--- config.mk ---
export PLATFORM = sky130hd
export DESIGN_NAME = digitally_controlled_oscillator
export DESIGN_NICKNAME = d
export VERILOG_FILES = /design/src/rtl/adpll_pkg.sv /design/src/rtl/dco_period_clamp.sv /design/src/rtl/digitally_controlled_oscillator.sv
export SDC_FILE = /design/constraint.sdc
export NUM_CORES = 1
export LEC_CHECK = 0
export BUFFER_PORTS_ARGS = -buffer_cell sky130_fd_sc_hd__buf_2
export CORE_ASPECT_RATIO = 1.4
export CORE_UTILIZATION = 60
export CTS_BUF_LIST = sky130_fd_sc_hd__clkbuf_2 sky130_fd_sc_hd__clkbuf_4 sky130_fd_sc_hd__clkbuf_8
export CTS_CLUSTER_DIAMETER = 80
export DETAILED_ROUTE_END_ITERATION = 8
export GPL_TIMING_DRIVEN = 1
export HOLD_SLACK_MARGIN = 0.08
export PLACE_DENSITY = 0.88
export RECOVER_POWER = 50
export SYNTH_ARGS = -nofsm -noshare
export SYNTH_HDL_FRONTEND = slang
export SYNTH_SLANG_ARGS = --single-unit
export TNS_END_PERCENT = 100
--- constraint.sdc ---
create_clock -name fpga_clk_i -period 3.6 [get_ports fpga_clk_i]
set_input_delay 0.72 -clock fpga_clk_i [delete_from_list [all_inputs] [get_ports fpga_clk_i]]
set_output_delay 0.72 -clock fpga_clk_i [all_outputs]
set_load 0.02 [all_outputs]
--- src/rtl/adpll_pkg.sv ---
// adpll_pkg: shared oscillator state encoding and clamp arithmetic width helper
package adpll_pkg;

  typedef enum logic [1:0] {
    IDLE = 2'd0,
    HIGH = 2'd1,
    LOW  = 2'd2
  } dco_state_e;

  function automatic int clamp_width(input int w, input int pw);
    return (w > pw ? w : pw) + 2;
  endfunction

endpackage

--- src/rtl/dco_period_clamp.sv ---
// dco_period_clamp: half-period = clamp(nominal - ctrl) with a saturation flag
module dco_period_clamp
  import adpll_pkg::*;
#(
  parameter int WIDTH        = 8,
  parameter int PERIOD_WIDTH = 16,
  parameter int MIN_HALF     = 2,
  parameter int MAX_HALF     = 2**PERIOD_WIDTH-1
) (
  input  logic signed [WIDTH-1:0]        ctrl_i,
  input  logic        [PERIOD_WIDTH-1:0] nominal_i,
  output logic        [PERIOD_WIDTH-1:0] half_o,
  output logic                           sat_o
);

  localparam int CW = clamp_width(WIDTH, PERIOD_WIDTH);
  localparam logic signed [CW-1:0] MIN_S = CW'(MIN_HALF);
  localparam logic signed [CW-1:0] MAX_S = CW'(MAX_HALF);

  logic signed [CW-1:0] diff;
  logic lo, hi;

  // two guard bits above the wider operand keep the subtraction exact
  assign diff   = $signed(CW'(nominal_i)) - CW'(ctrl_i);
  assign lo     = diff < MIN_S;
  assign hi     = diff > MAX_S;
  assign sat_o  = lo | hi;
  assign half_o = lo ? PERIOD_WIDTH'(MIN_HALF) : hi ? PERIOD_WIDTH'(MAX_HALF) : diff[PERIOD_WIDTH-1:0];

endmodule

--- src/rtl/digitally_controlled_oscillator.sv ---
// digitally_controlled_oscillator: square wave whose half-period is nominal minus a clamped correction
module digitally_controlled_oscillator
  import adpll_pkg::*;
#(
  parameter int WIDTH        = 8,
  parameter int PERIOD_WIDTH = 16,
  parameter int NOMINAL_HALF = 500,
  parameter int MIN_HALF     = 2,
  parameter int MAX_HALF     = 2**PERIOD_WIDTH-1
) (
  input  logic                           fpga_clk_i,
  input  logic                           reset_i,
  input  logic                           enable_i,
  input  logic signed [WIDTH-1:0]        ctrl_i,
  input  logic                           ctrl_valid_i,
  output logic                           generated_o,
  output logic                           edge_o,
  output logic        [PERIOD_WIDTH-1:0] half_period_o,
  output logic                           sat_o
);

  localparam logic [PERIOD_WIDTH-1:0] NOM = PERIOD_WIDTH'(NOMINAL_HALF);

  dco_state_e              state_q;
  logic [PERIOD_WIDTH-1:0] cnt_q, half_q, pend_half_q, clamp_half;
  logic                    gen_q, edge_q, sat_q, pend_sat_q, clamp_sat, bnd;

  dco_period_clamp #(
    .WIDTH       (WIDTH),
    .PERIOD_WIDTH(PERIOD_WIDTH),
    .MIN_HALF    (MIN_HALF),
    .MAX_HALF    (MAX_HALF)
  ) u_clamp (
    .ctrl_i   (ctrl_i),
    .nominal_i(NOM),
    .half_o   (clamp_half),
    .sat_o    (clamp_sat)
  );

  assign bnd = cnt_q == half_q - 1'b1;

  // oscillator FSM; a strobe only touches the pending value, phases load it at their boundary
  always_ff @(posedge fpga_clk_i) begin
    if (reset_i) begin
      state_q     <= IDLE;
      cnt_q       <= '0;
      gen_q       <= 1'b0;
      edge_q      <= 1'b0;
      half_q      <= NOM;
      sat_q       <= 1'b0;
      pend_half_q <= NOM;
      pend_sat_q  <= 1'b0;
    end else begin
      edge_q <= 1'b0;
      if (ctrl_valid_i) begin
        pend_half_q <= clamp_half;
        pend_sat_q  <= clamp_sat;
      end
      case (state_q)
        IDLE: if (enable_i) begin
          state_q <= HIGH;
          cnt_q   <= '0;
          gen_q   <= 1'b1;
          edge_q  <= 1'b1;
        end
        HIGH, LOW: if (bnd) begin
          state_q <= state_q == HIGH ? LOW : enable_i ? HIGH : IDLE;
          gen_q   <= state_q == LOW && enable_i;
          edge_q  <= state_q == LOW && enable_i;
          cnt_q   <= '0;
          half_q  <= pend_half_q;
          sat_q   <= pend_sat_q;
        end else begin
          cnt_q <= cnt_q + 1'b1;
        end
        default: state_q <= IDLE;
      endcase
    end
  end

  assign generated_o   = gen_q;
  assign edge_o        = edge_q;
  assign half_period_o = half_q;
  assign sat_o         = sat_q;

endmodule

**Word level (Yosys, flattened, before mapping)**

Cells that the tools add are included.

- Input port bits: 12
- Word-level logic and storage cells: 43
- Register bits: 54

- Bitwise logic cells: 1
- Magnitude comparators: 2
- Mux-type cells: 16
- Add/subtract/negate cells: 3
- Equality and inequality tests: 5
- Reductions and logical operators: 8

Operators with widths:

| operator | count |
|---|---|
| 2-to-1 mux 16 bit | 4 |
| case mux 16 bit (2 select lines) | 1 |
| greater-than comparator 18 x 17 -> 1 bit (second input constant) | 1 |
| < comparator 18 x 3 -> 1 bit (second input constant) | 1 |
| adder 16 x 1 -> 16 bit (second input constant) | 1 |
| equality test 16 bit | 1 |
| subtractor 16 x 1 -> 16 bit (second input constant) | 1 |
| subtractor 10 x 8 -> 11 bit (first input constant) | 1 |
| 2-to-1 mux 2 bit | 3 |
| AND reduction 2 bit | 3 |
| 2-to-1 mux 1 bit | 5 |
| != test 2 bit (second input constant) | 2 |
| case mux 1 bit (2 select lines) | 2 |
| case mux 2 bit (2 select lines) | 1 |
| AND reduction 3 bit | 1 |
| equality test 2 x 1 -> 1 bit (second input constant) | 1 |
| equality test 2 bit (second input constant) | 1 |
| logical NOT 2 bit | 1 |
| nonzero test 2 bit | 1 |
| OR reduction 2 bit | 1 |
| logical AND 1 bit | 1 |
| bitwise OR 1 bit | 1 |

**Logic depth before layout (Yosys ltp)**

Gate-level depths: netlist (run 1).

- Depth in word-level cells: 4
- Depth in mapped cells: 11
- Mapped depth without buffers: 9

**Modules after synthesis**

From an unflattened synthesis (run 1), not the netlist that was laid out.

- Cell total of the unflattened synthesis: 489
- Area, all modules: 4106.4 um^2

Modules (own cells, without submodules):

| module | area each (um^2) | sequential area each (um^2) | cells each | times used |
|---|---|---|---|---|
| digitally_controlled_oscillator | 2728.9 | 1081.0 | 314 | 1 |
| dco_period_clamp | 1377.6 | 0.0 | 175 | 1 |

**Worst setup path after synthesis (run 1)**

No wires, ideal clock.

- Kind: reg2reg
- Start: register half_q[0] (netlist: half_period_o[0])
- End: register sat_q (netlist: sat_o)
- Period minus slack after synthesis: 2.764 ns
- Buffers on the path: 2
- Slack: 0.836 ns
- Stages on the path, launching flop included: 12
- Data arrival time: 2.648 ns
- Cells stage by stage: dfxtp_1 -> inv_1 -> ha_1 -> nor4b_4 -> xnor2_1 -> a31oi_1 -> or2_2 -> or3_1 -> buf_2 -> or2_4 -> buf_6 -> a31o_1

- Longest elaborated chain between the ends: 3

RTL lines:

| what | line | text |
|---|---|---|
| start, declared | digitally_controlled_oscillator.sv:25 | `logic [PERIOD_WIDTH-1:0] cnt_q, half_q, pend_half_q, clamp_half;` |
| start signal, assigned | digitally_controlled_oscillator.sv:71 | `half_q <= pend_half_q;` |
| subtractor 16 x 1 -> 16 bit | digitally_controlled_oscillator.sv:40 | `assign bnd = cnt_q == half_q - 1'b1;` |
| equality test 16 bit | digitally_controlled_oscillator.sv:40 |  |
| AND reduction 2 bit (no source line) | n/a |  |
| end signal, assigned | digitally_controlled_oscillator.sv:72 | `sat_q <= pend_sat_q;` |
| end, declared | digitally_controlled_oscillator.sv:26 | `logic gen_q, edge_q, sat_q, pend_sat_q, clamp_sat, bnd;` |

Every way passes these cells.
A chain may end at the register's enable or synchronous reset.

**Worst setup path in the final report (run 1)**

- Start: register half_q[0] (netlist: half_period_o[0])
- End: register half_q[0] (netlist: half_period_o[0])

- Longest elaborated chain between the ends: 3

RTL lines:

| what | line |
|---|---|
| subtractor 16 x 1 -> 16 bit | digitally_controlled_oscillator.sv:40 |
| equality test 16 bit | digitally_controlled_oscillator.sv:40 |
| AND reduction 2 bit (no source line) | n/a |

Every way passes these cells.

==> summary.md, run 1 <==
| Metric | Value |
|---|---|
| RSZ-0062 raised after global routing | `no` |
| Setup bufs post-CTS | `0` |
| First-pass DRT Iterations | `4` |
| Leading post-synthesis cells by cell area | `dfxtp_1 (35%), nor2_1 (6.8%), xnor2_1 (5.9%), nand2_1 (4.9%), xor2_1 (4.8%)` |
| Hold Crit Start | `pend_sat_q$_SDFFE_PP0P_` |
| Share of cells above drive strength 1 | `8.917%` |
| Yosys top cell area share | `35.20%` |
| Pins Over Slew Limit | `0` |
| HP Class | `reg -> reg` |
| Number of flops mapped to enable cells by yosys | `0` |
| Ys async rst share | `0%` |
| First-pass GRT wire length | `about 7700 µm` |
| Largest net degree at the start of global routing | `30` |
| Final setup margin | `518.0 ps` |
| Critical R2R Launch | `half_period_o[0]$_SDFFE_PP0P_` |
| Ant. Diodes | `0` |
| Ys flop type | `dfxtp_1` |
| Worst-path clk slew | `approximately 80 ps` |
| Die Height | `76.66 µm` |
| FF+latch count, synth | `42` |
| Worst Path Max Fanout | `12` |
| Slowest CP cell | `nor4b_2` |
| Final TNS setup | `0 ps` |
| Crit Path Class | `reg -> reg` |
| CP Cell Sequence | `inv_1, ha_1, nor4b_2, xnor2_1, a31oi_1, or2_2, or3_1, or2_4, a31o_2` |
| Post-synth top cells | `nor2_1 (43), dfxtp_1 (42), nand2_1 (31)` |
| Warnings, synthesis | `0` |
| Crit path time final | `between 3000 and 4000 ps` |
| Seq/Total Area, Yosys | `35.20%` |
| Skew final | `6.879 ps` |
| Placed instance count | `348` |
| Post-synthesis cell area | `0.002389 mm²` |
| Via count | `2009` |
| Die ar. | `0.004241 mm²` |
| TritonCTS clock tree | `done` |
| Final period util | `85.61%` |
| Max cap viols | `0` |
| Fin cells | `356` |
| Hold path depth | `2` |
| Yosys cell types | `47` |
| Initial core utilization | `a little under two thirds` |
| I/O Buffers | `24` |
| Clock buffer count from CTS | `5` |
| Hold_buf cts | `0` |
| Area delta synth->final | `5.814%` |
| Power Dens Cells | `431.0 mW/mm²` |
| Req. time, crit path | `between 3000 and 4000 ps` |
| H-Tree Level Count | `2` |
| PostCTS Resize Cnt | `0` |
| Top-count cell post-synth | `nor2_1` |
| Max-slew headroom | `18.65%` |
| Post-Place Worst Slack | `730.5 ps` |
| Post-Synthesis Cells | `297` |
| Crit-path max cell delay | `about 630 ps` |
| Hpwl dp | `3467 µm` |
| Final net count | `roughly 330` |
| CP arrival | `3280 ps` |
| CP startpoint kind | `register` |
| Fin util | `67.56%` |
| Yosys top cell by area | `dfxtp_1` |
| Gr usage total | `about 22%` |
| ANT nets after route | `0` |
| Core box area | `0.003741 mm²` |
| Clk sinks | `between 40 and 50` |
| I/O Pins | `31` |
| DRT iter0 DRCs | `55` |
| Root buf cell | `clkbuf_8` |
| Leakage | `1.001 nW` |
| Cell row count | `26` |
| Vias in the first global route | `about 1800` |
| DR vias/cell | `5.643` |
| Avg Cell Area, Syn | `8.042 µm²` |
| Worst slew pin tran | `1220 ps` |
| Grt total ovfl | `0` |
| Remaining DRCs | `0` |
| Maximum clock frequency | `324.5 MHz` |
| Worst path depth | `9` |
| Clock latency on the worst-skew pair | `300 ps` |
| Die width | `between 50 and 60 µm` |
| Worst hold slack | `476.2 ps` |
| Final Hold Violating Endpoints | `0` |
| Crit path buf inv count | `1` |
| Worst vdd ir | `0.4883 mV` |
| Clock tree buffer depth | `2` |
| Avg WL per Cell | `approximately 13 µm` |
| Status | `complete, no violations` |
| CP delay by family, top | `simple AND/OR/NAND/NOR gates` |
| Worst-case reg-to-reg path depth | `9` |
| Final wirelength | `4598 µm` |
| Antenna violations before repair | `0` |
| Number of setup violations in the final report | `0` |
| Routability cong. | `0.8729` |
| CP Capture Type | `register` |
| Setup crit start | `half_period_o[0]$_SDFFE_PP0P_` |
worst min-delay path: cells and delay by family, from the launching register on:
kind / cells / cell delay [ps]
flip-flops: 1 / 310
AND/OR/NAND/NOR: 2 / 130
through the flow:
stage | power (W) | area (µm²)
after floorplan | 0.0007299 | 2407
after CTS | 0.001093 | 2556
final | 0.001089 | 2527
after detailed placement | 0.0007907 | 2466
after global routing | 0.001149 | 2527
after global placement | 0.0007858 | 2466
state kept, by name, indices dropped and copies added (netlist names):
name,flops
cnt_q,16
half_period_o,10
pend_half_q,10
state_q,2
edge_o,1
generated_o,1
pend_sat_q,1
sat_o,1
cell usage in the layout, fill, tap and decap left out, types with 6 or more instances in the layout:
| cell | Yosys | layout |
|---|---|---|
| clkbuf_1 | 8 | 16 |
| a21oi_1 | 8 | 8 |
| nand3_1 | 11 | 11 |
| dfxtp_1 | 42 | 42 |
| nand2_1 | 31 | 31 |
| xnor2_1 | 16 | 16 |
| xor2_1 | 13 | 13 |
| buf_2 | 4 | 8 |
| mux2i_1 | 11 | 11 |
| nor3_1 | 7 | 7 |
| inv_1 | 14 | 14 |
| o21ai_0 | 14 | 14 |
| ha_1 | 7 | 7 |
| conb_1 | 1 | 6 |
| nor2_1 | 43 | 43 |
path summary, 6_finish.rpt:
kind / to / slack, ps
worst max-delay path: half_period_o[0]$_SDFFE_PP0P_ / 520
worst min-delay path: pend_sat_q$_SDFFE_PP0P_ / 480
worst max register to register: half_period_o[0]$_SDFFE_PP0P_ / 520
worst min register to register: pend_sat_q$_SDFFE_PP0P_ / 480
area by class of cell:
| class | count | area (µm²) |
|---|---|---|
| Fill cell | 301 | 1214 |
| Inverter | 14 | 52.55 |
| Sequential cell | 42 | 840.8 |
| Timing Repair Buffer | 25 | 107.6 |
| Clock inverter | 3 | 21.27 |
| Multi-Input combinational cell | 225 | 1384 |
| Clock buffer | 5 | 68.82 |
| Tap cell | 42 | 52.55 |
metal layers:
layer / part of all wire, % / GRT usage, % / routed length [µm]
met1: 42 / 23.37 / 1950
met2: 51 / 40.96 / 2331
met3: 4.0 / 4.722 / 186
met4: 2.8 / 11.25 / 129
met5: 0 / 0 / 0
cell families (layout without fill, tap and decap cells):
family | Yosys count | count (layout) | share of synthesized area (%)
xor gates and xnor gates | 29 | 29 | 10.63
and+or+nand+nor | 131 | 131 | 27.76
AOI/OAI and AO/OA | 41 | 41 | 10.69
muxes | 11 | 11 | 4.610
buffers and inverters | 35 | 47 | 7.281
other | 1 | 6 | 0.1570
adders and majority gates | 7 | 7 | 3.667
DFF | 42 | 42 | 35.20
report_power, final:
| part | total [W] | switching, W | internal (W) |
|---|---|---|---|
| sequential | 0.000516 | 0.0000226 | 0.000494 |
| clock | 0.000309 | 0.000173 | 0.000136 |
| combinational | 0.000264 | 0.000173 | 0.0000908 |
Note: power is estimated with default switching activity, not from simulation.
==> run 2: changes to the inputs <==
--- a/config.mk
+++ b/config.mk
@@ -14,7 +14,7 @@
 export GPL_TIMING_DRIVEN = 1
 export HOLD_SLACK_MARGIN = 0.08
 export PLACE_DENSITY = 0.88
-export RECOVER_POWER = 50
+export RECOVER_POWER = 25
 export SYNTH_ARGS = -nofsm -noshare
 export SYNTH_HDL_FRONTEND = slang
 export SYNTH_SLANG_ARGS = --single-unit
==> run 2 against run 1 <==
- final area up 0.79%
- critical path type unchanged
- clock power about the same
- flip-flop and latch count unchanged
- register-to-register slack better by 190 ps
- combinational power is essentially flat
==> summary.md, run 2 (synthesized netlist as in run 1, its figures left out) <==
| Metric | Value |
|---|---|
| Die width | `55.33 µm (unchanged)` |
| DR vias/cell | `5.553 (was 5.643)` |
| Pins Over Slew Limit | `0 (unchanged)` |
| Crit path buf inv count | `1 (unchanged)` |
| First-pass GRT wire length | `7672 µm (unchanged)` |
| Critical R2R Launch | `half_period_o[0]$_SDFFE_PP0P_ (unchanged)` |
| Maximum clock frequency | `346.1 MHz (was 324.5 MHz)` |
| Commonest non-fill, non-tap cell in the layout | `nor2_1 (unchanged)` |
| Setup bufs post-CTS | `0 (unchanged)` |
| Largest register FFs | `16 (unchanged)` |
| Root buf cell | `clkbuf_8 (unchanged)` |
| R2r setup slk | `710 ps (was 520 ps)` |
| Final net count | `332 (unchanged)` |
| Max cap viols | `0 (unchanged)` |
| Gr usage total | `22.27% (unchanged)` |
| CP Capture Type | `register (unchanged)` |
| Placed Area | `0.002466 mm² (unchanged)` |
| Filler cells | `293 (was 301)` |
| Fin util | `68.09% (was 67.56%)` |
| Worst slew pin tran | `1195 ps (was 1220 ps)` |
| Most frequent cells in the layout | `nor2_1 (43), dfxtp_1 (42), nand2_1 (31), buf_2 (17), xnor2_1 (16) (was nor2_1 (43), dfxtp_1 (42), nand2_1 (31), xnor2_1 (16), clkbuf_1 (16))` |
| Worst Path Max Fanout | `12 (unchanged)` |
| Reg with most FFs | `cnt_q (unchanged)` |
| Slowest CP cell | `or3_1 (was nor4b_2)` |
| Cell row count | `26 (unchanged)` |
| I/O Buffers | `24 (unchanged)` |
| Antenna violations before repair | `0 (unchanged)` |
| Via count | `1977 (was 2009)` |
| Worst-case reg-to-reg path depth | `9 (unchanged)` |
| Hpwl dp | `3467 µm (unchanged)` |
| Vias in the first global route | `1833 (unchanged)` |
| Hold path depth | `2 (unchanged)` |
| Worst vdd ir | `0.4927 mV (was 0.4883 mV)` |
| Initial core utilization | `63.85% (unchanged)` |
| ANT nets after route | `0 (unchanged)` |
| Leakage | `1.031 nW (was 1.001 nW)` |
| Req. time, crit path | `3800 ps (about the same)` |
| DRT iter0 DRCs | `77 (was 55)` |
| Crit-path max cell delay | `470 ps (was 630 ps)` |
| CP delay by family, top | `simple AND/OR/NAND/NOR gates (unchanged)` |
| CP Cell Sequence | `inv_1, ha_1, nor4b_4, xnor2_1, a31oi_1, or2_2, or3_1, or2_4, a31o_2 (was inv_1, ha_1, nor4b_2, xnor2_1, a31oi_1, or2_2, or3_1, or2_4, a31o_2)` |
| Fin cells | `356 (unchanged)` |
| Core box area | `0.003741 mm² (unchanged)` |
| Final Hold Violating Endpoints | `0 (unchanged)` |
| First-pass DRT Iterations | `4 (unchanged)` |
| Post-route cell area | `0.002547 mm² (was 0.002527 mm²)` |
| Avg WL per Cell | `12.78 µm (was 12.92 µm)` |
| CP arrival | `3090 ps (was 3280 ps)` |
| Ant. Diodes | `0 (unchanged)` |
| Remaining DRCs | `0 (unchanged)` |
| Die ar. | `0.004241 mm² (unchanged)` |
| Placed instance count | `348 (unchanged)` |
| Critical R2R Capture | `half_period_o[0]$_SDFFE_PP0P_ (unchanged)` |
| I/O Pins | `31 (unchanged)` |
| Final TNS setup | `0 ps (unchanged)` |
| Clock latency on the worst-skew pair | `300 ps (about the same)` |
| CP startpoint kind | `register (unchanged)` |
| Clk sinks | `42 (unchanged)` |
| Status | `complete, no violations (unchanged)` |
| Grt total ovfl | `0 (unchanged)` |
| Power Dens Cells | `427.6 mW/mm² (was 431.0 mW/mm²)` |
| Final wirelength | `4548 µm (was 4598 µm)` |
| RSZ-0062 raised after global routing | `no (unchanged)` |
| Worst Hold Endpoint | `pend_sat_q$_SDFFE_PP0P_ (unchanged)` |
| Hold Crit Start | `pend_sat_q$_SDFFE_PP0P_ (unchanged)` |
| PostCTS Resize Cnt | `0 (unchanged)` |
| Area delta synth->final | `6.653% (was 5.814%)` |
| Worst-path clk slew | `80 ps (about the same)` |
| Crit path time final | `2890 ps (was 3082 ps)` |
| Clock buffer count from CTS | `5 (unchanged)` |
| Final Total Pwr | `0.001089 W (about the same)` |
| Skew final | `6.474 ps (was 6.879 ps)` |
| Largest net degree at the start of global routing | `30 (unchanged)` |
| Number of setup violations in the final report | `0 (unchanged)` |
| H-Tree Level Count | `2 (unchanged)` |
| Register area | `840.8 µm² (unchanged)` |
| Multi-input logic area | `0.001393 mm² (was 0.001384 mm²)` |
| HP Class | `reg -> reg (unchanged)` |
| Die Height | `76.66 µm (unchanged)` |
| Max-slew headroom | `20.33% (was 18.65%)` |
| Share of cells above drive strength 1 | `11.78% (was 8.917%)` |
| Clock tree buffer depth | `2 (unchanged)` |
| Routability cong. | `0.8729 (unchanged)` |
| Crit Path Class | `reg -> reg (unchanged)` |
| Final period util | `80.27% (was 85.61%)` |
| TritonCTS clock tree | `done (unchanged)` |
| Hold_buf cts | `0 (unchanged)` |
-- run 2: cell types whose count changed in the layout (fill, tap and decap cells not counted) --
cell      previous run  this run
nor4b_4              0         1
clkbuf_1            16         7
nor4b_2              2         1
buf_2                8        17
-- run 2: tightest hold or removal path, cell delays in order, from the launching register on --
cell     delay [ps]
dfxtp_1         310
nand2_1          80
nor2_1           40
-- run 2: worst max-delay path by stage --
stage / startpoint / end / slack (ps) / cells after the start
floorplan: half_period_o[0]$_SDFFE_PP0P_ / sat_o$_SDFFE_PP0P_ / 840 / 11
global placement: half_period_o[0]$_SDFFE_PP0P_ / half_period_o[0]$_SDFFE_PP0P_ / 850 / 9
detailed placement: half_period_o[0]$_SDFFE_PP0P_ / half_period_o[1]$_SDFFE_PP0P_ / 730 / 9
CTS: half_period_o[0]$_SDFFE_PP0P_ / half_period_o[0]$_SDFFE_PP0P_ / 720 / 9
global route: half_period_o[0]$_SDFFE_PP0P_ / half_period_o[0]$_SDFFE_PP0P_ / 580 / 9
finish: half_period_o[0]$_SDFFE_PP0P_ / half_period_o[0]$_SDFFE_PP0P_ / 710 / 9
-- run 2: layer usage --
layer	up-vias	part of all wire (%)	global-route usage, %
met5	-	0	0
met4	0	2.8	11.25
met3	12	4.3	4.722
met2	44	51	40.96
met1	902	42	23.37
li1	1019	-	-
-- run 2: power breakdown --
part / internal [W] / leakage, nW / switching [W]
clock: 0.000136 / 0.0441 / 0.000172
combinational: 0.0000910 / 0.646 / 0.000174
sequential: 0.000494 / 0.342 / 0.0000227
total: 0.000721 / 1.03 / 0.000369
-- run 2: per-stage QoR --
step | hold slack (ps) | setup slack, ps
after floorplan | 419.0 | 836.3
after global placement | 431.1 | 850.7
after detailed placement | 451.2 | 730.5
after CTS | 463.7 | 718.9
after global routing | 499.6 | 576.0
final | 468.3 | 710.4
-- run 2: final cells by class --
cell class	count	area share [%]
multi-input cells	225	54.67
repair buffers	25	4.666
inverters	14	2.063
well taps	42	2.063
flip-flops and latches	42	33.01
clock buffers	5	2.701
clock inverters	3	0.8350
==> run 3: changes to the inputs <==
--- a/config.mk
+++ b/config.mk
@@ -7,13 +7,13 @@
 export LEC_CHECK = 0
 export BUFFER_PORTS_ARGS = -buffer_cell sky130_fd_sc_hd__buf_2
 export CORE_ASPECT_RATIO = 1.4
-export CORE_UTILIZATION = 60
+export CORE_UTILIZATION = 54
 export CTS_BUF_LIST = sky130_fd_sc_hd__clkbuf_2 sky130_fd_sc_hd__clkbuf_4 sky130_fd_sc_hd__clkbuf_8
 export CTS_CLUSTER_DIAMETER = 80
 export DETAILED_ROUTE_END_ITERATION = 8
 export GPL_TIMING_DRIVEN = 1
 export HOLD_SLACK_MARGIN = 0.08
-export PLACE_DENSITY = 0.88
+export PLACE_DENSITY = 0.84
 export RECOVER_POWER = 25
 export SYNTH_ARGS = -nofsm -noshare
 export SYNTH_HDL_FRONTEND = slang
==> constraint.sdc (replaced) <==
create_clock -name fpga_clk_i -period 2.4 [get_ports fpga_clk_i]
set_input_delay 0.48 -clock fpga_clk_i [delete_from_list [all_inputs] [get_ports fpga_clk_i]]
set_output_delay 0.48 -clock fpga_clk_i [all_outputs]
set_load 0.02 [all_outputs]
==> run 3 against run 2 <==
- the flow now finishes with violations (negative setup slack)
- core utilization rose by 1.8 points
- via count rose by 13%
- wire length rose by 32%
==> summary.md, run 3 (synthesized netlist as in run 1, its figures left out) <==
| Metric | Value |
|---|---|
| Final setup margin | `-241.3 ps (was 710.4 ps)` |
| Clock latency on the worst-skew pair | `300 ps (about the same)` |
| Final Total Pwr | `0.001809 W (was 0.001089 W)` |
| I/O Pins | `31 (unchanged)` |
| Vias in the first global route | `2057 (was 1833)` |
| CP Capture Type | `register (unchanged)` |
| Final period util | `110.1% (was 80.27%)` |
| First-pass DRT Iterations | `4 (unchanged)` |
| Maximum clock frequency | `378.6 MHz (was 346.1 MHz)` |
| Ant. Diodes | `0 (unchanged)` |
| Core box area | `0.004239 mm² (was 0.003741 mm²)` |
| RSZ-0062 raised after global routing | `yes (was no)` |
| Largest net degree at the start of global routing | `20 (was 30)` |
| Final Hold Violating Endpoints | `0 (unchanged)` |
| Die width | `58.21 µm (was 55.33 µm)` |
| I/O Buffers | `24 (unchanged)` |
| Via count | `2237 (was 1977)` |
| Clk sinks | `42 (unchanged)` |
| Routability cong. | `0.8969 (was 0.8729)` |
| Clock buffer count from CTS | `5 (unchanged)` |
| DRT iter0 DRCs | `76 (was 77)` |
| Max cap viols | `0 (unchanged)` |
| Reg with most FFs | `cnt_q (unchanged)` |
| Cell row count | `28 (was 26)` |
| Die ar. | `0.004697 mm² (was 0.004241 mm²)` |
| Power Dens Cells | `610.7 mW/mm² (was 427.6 mW/mm²)` |
| Die Height | `80.69 µm (was 76.66 µm)` |
| R2r setup slk | `-240 ps (was 710 ps)` |
| Final TNS setup | `-2443 ps (was 0 ps)` |
| Root buf cell | `clkbuf_8 (unchanged)` |
| ANT nets after route | `0 (unchanged)` |
| Hpwl dp | `3764 µm (was 3467 µm)` |
| Final wirelength | `6019 µm (was 4548 µm)` |
| Worst hold slack | `454.7 ps (was 468.3 ps)` |
| Worst slew pin tran | `695.1 ps (was 1195 ps)` |
| Largest register FFs | `16 (unchanged)` |
| Status | `finished with violations (was complete, no violations)` |
| CP arrival | `2880 ps (was 3090 ps)` |
| First-pass GRT wire length | `8997 µm (was 7672 µm)` |
| Hold_buf cts | `0 (unchanged)` |
| CP startpoint kind | `register (unchanged)` |
| Initial core utilization | `56.35% (was 63.85%)` |
| Pins Over Slew Limit | `0 (unchanged)` |
| Failing checks | `negative setup slack` |
| Remaining DRCs | `0 (unchanged)` |
| Filler cells | `326 (was 293)` |
| HP Class | `reg -> reg (unchanged)` |
| Max-slew headroom | `53.66% (was 20.33%)` |
| Grt total ovfl | `0 (unchanged)` |
| Crit Path Class | `reg -> reg (unchanged)` |
| DR vias/cell | `5.593 (was 5.553)` |
| H-Tree Level Count | `2 (unchanged)` |
| Leakage | `1.209 nW (was 1.031 nW)` |
| Clock tree buffer depth | `2 (unchanged)` |
| Fin util | `69.86% (was 68.09%)` |
| Antenna violations before repair | `0 (unchanged)` |
| Number of setup violations in the final report | `26 (was 0)` |
| Most frequent cells in the layout | `nor2_1 (38), dfxtp_1 (38), nand2_1 (31), buf_2 (21), buf_4 (21) (was nor2_1 (43), dfxtp_1 (42), nand2_1 (31), buf_2 (17), xnor2_1 (16))` |
| Req. time, crit path | `2640 ps (was 3800 ps)` |
| Final net count | `358 (was 332)` |
| Gr usage total | `24.93% (was 22.27%)` |
| TritonCTS clock tree | `done (unchanged)` |
| Hold Crit Start | `pend_sat_q$_SDFFE_PP0P_ (unchanged)` |
| Worst Path Max Fanout | `6 (was 12)` |
| Avg WL per Cell | `15.05 µm (was 12.78 µm)` |
| Crit path time final | `2641 ps (was 2890 ps)` |
| Worst vdd ir | `0.5164 mV (was 0.4927 mV)` |
| Critical R2R Launch | `half_period_o[1]$_SDFFE_PP0P_ (was half_period_o[0]$_SDFFE_PP0P_)` |
| Share of cells above drive strength 1 | `27.94% (was 11.78%)` |
| Worst-path clk slew | `80 ps (about the same)` |
| Skew final | `7.200 ps (was 6.474 ps)` |
| Area delta synth->final | `23.99% (was 6.653%)` |
| Setup crit start | `half_period_o[1]$_SDFFE_PP0P_ (was half_period_o[0]$_SDFFE_PP0P_)` |
run 3: critical path, cell delays in order, from the launching register on:
cell and delay, ps:
dfxtp_4 360, inv_4 50, ha_4 130, nor4b_4 270, buf_4 180, a21oi_2 50, nor4b_2 250, nand4_1 230
or3_4 440, buf_4 190, nor4_2 300, a31o_4 150
run 3: final timing paths:
kind,to,cells past startpoint
setup / recovery,half_period_o[1]$_SDFFE_PP0P_,11
hold / removal,pend_sat_q$_SDFFE_PP0P_,2
setup reg to reg,half_period_o[1]$_SDFFE_PP0P_,11
hold reg to reg,pend_sat_q$_SDFFE_PP0P_,2
run 3: metrics by stage:
step,cells,worst slack [ps],area [µm²]
global route,400,-319.1,2962
finish,400,-241.3,2962
CTS,396,-0.7843,2806
detailed placement,383,-108.2,2643
global placement,383,-32.42,2643
floorplan,302,-129.1,2440
run 3: what timing repair did:
action	4_1_cts	5_1_grt
pin swaps	4	16
gates resized for setup	3	37
setup endpoints to repair	12	30
cloned	1	1
setup buffers	4	5
run 3: where the power goes:
part	switching [W]	total (W)	internal (W)
sequential	0.0000379	0.000779	0.000741
combinational	0.000335	0.000546	0.000211
clock	0.000253	0.000484	0.000231
run 3: layout make-up:
class	instances	area, µm²	area share, %
Timing Repair Buffer	50	339.1	11.45
Tap cell	60	75.07	2.535
Sequential cell	42	850.8	28.73
Inverter	14	55.05	1.859
Multi-Input combinational cell	226	1546	52.22
Clock buffer	6	82.58	2.788
Clock inverter	2	12.51	0.4225
run 3: layer usage:
layer | vias up | routed length, µm | GRT usage, %
met5 | - | 0 | 0
met4 | 0 | 288 | 11.67
met3 | 27 | 238 | 5.475
met2 | 76 | 3154 | 46.55
met1 | 1058 | 2338 | 25.69
li1 | 1076 | - | -
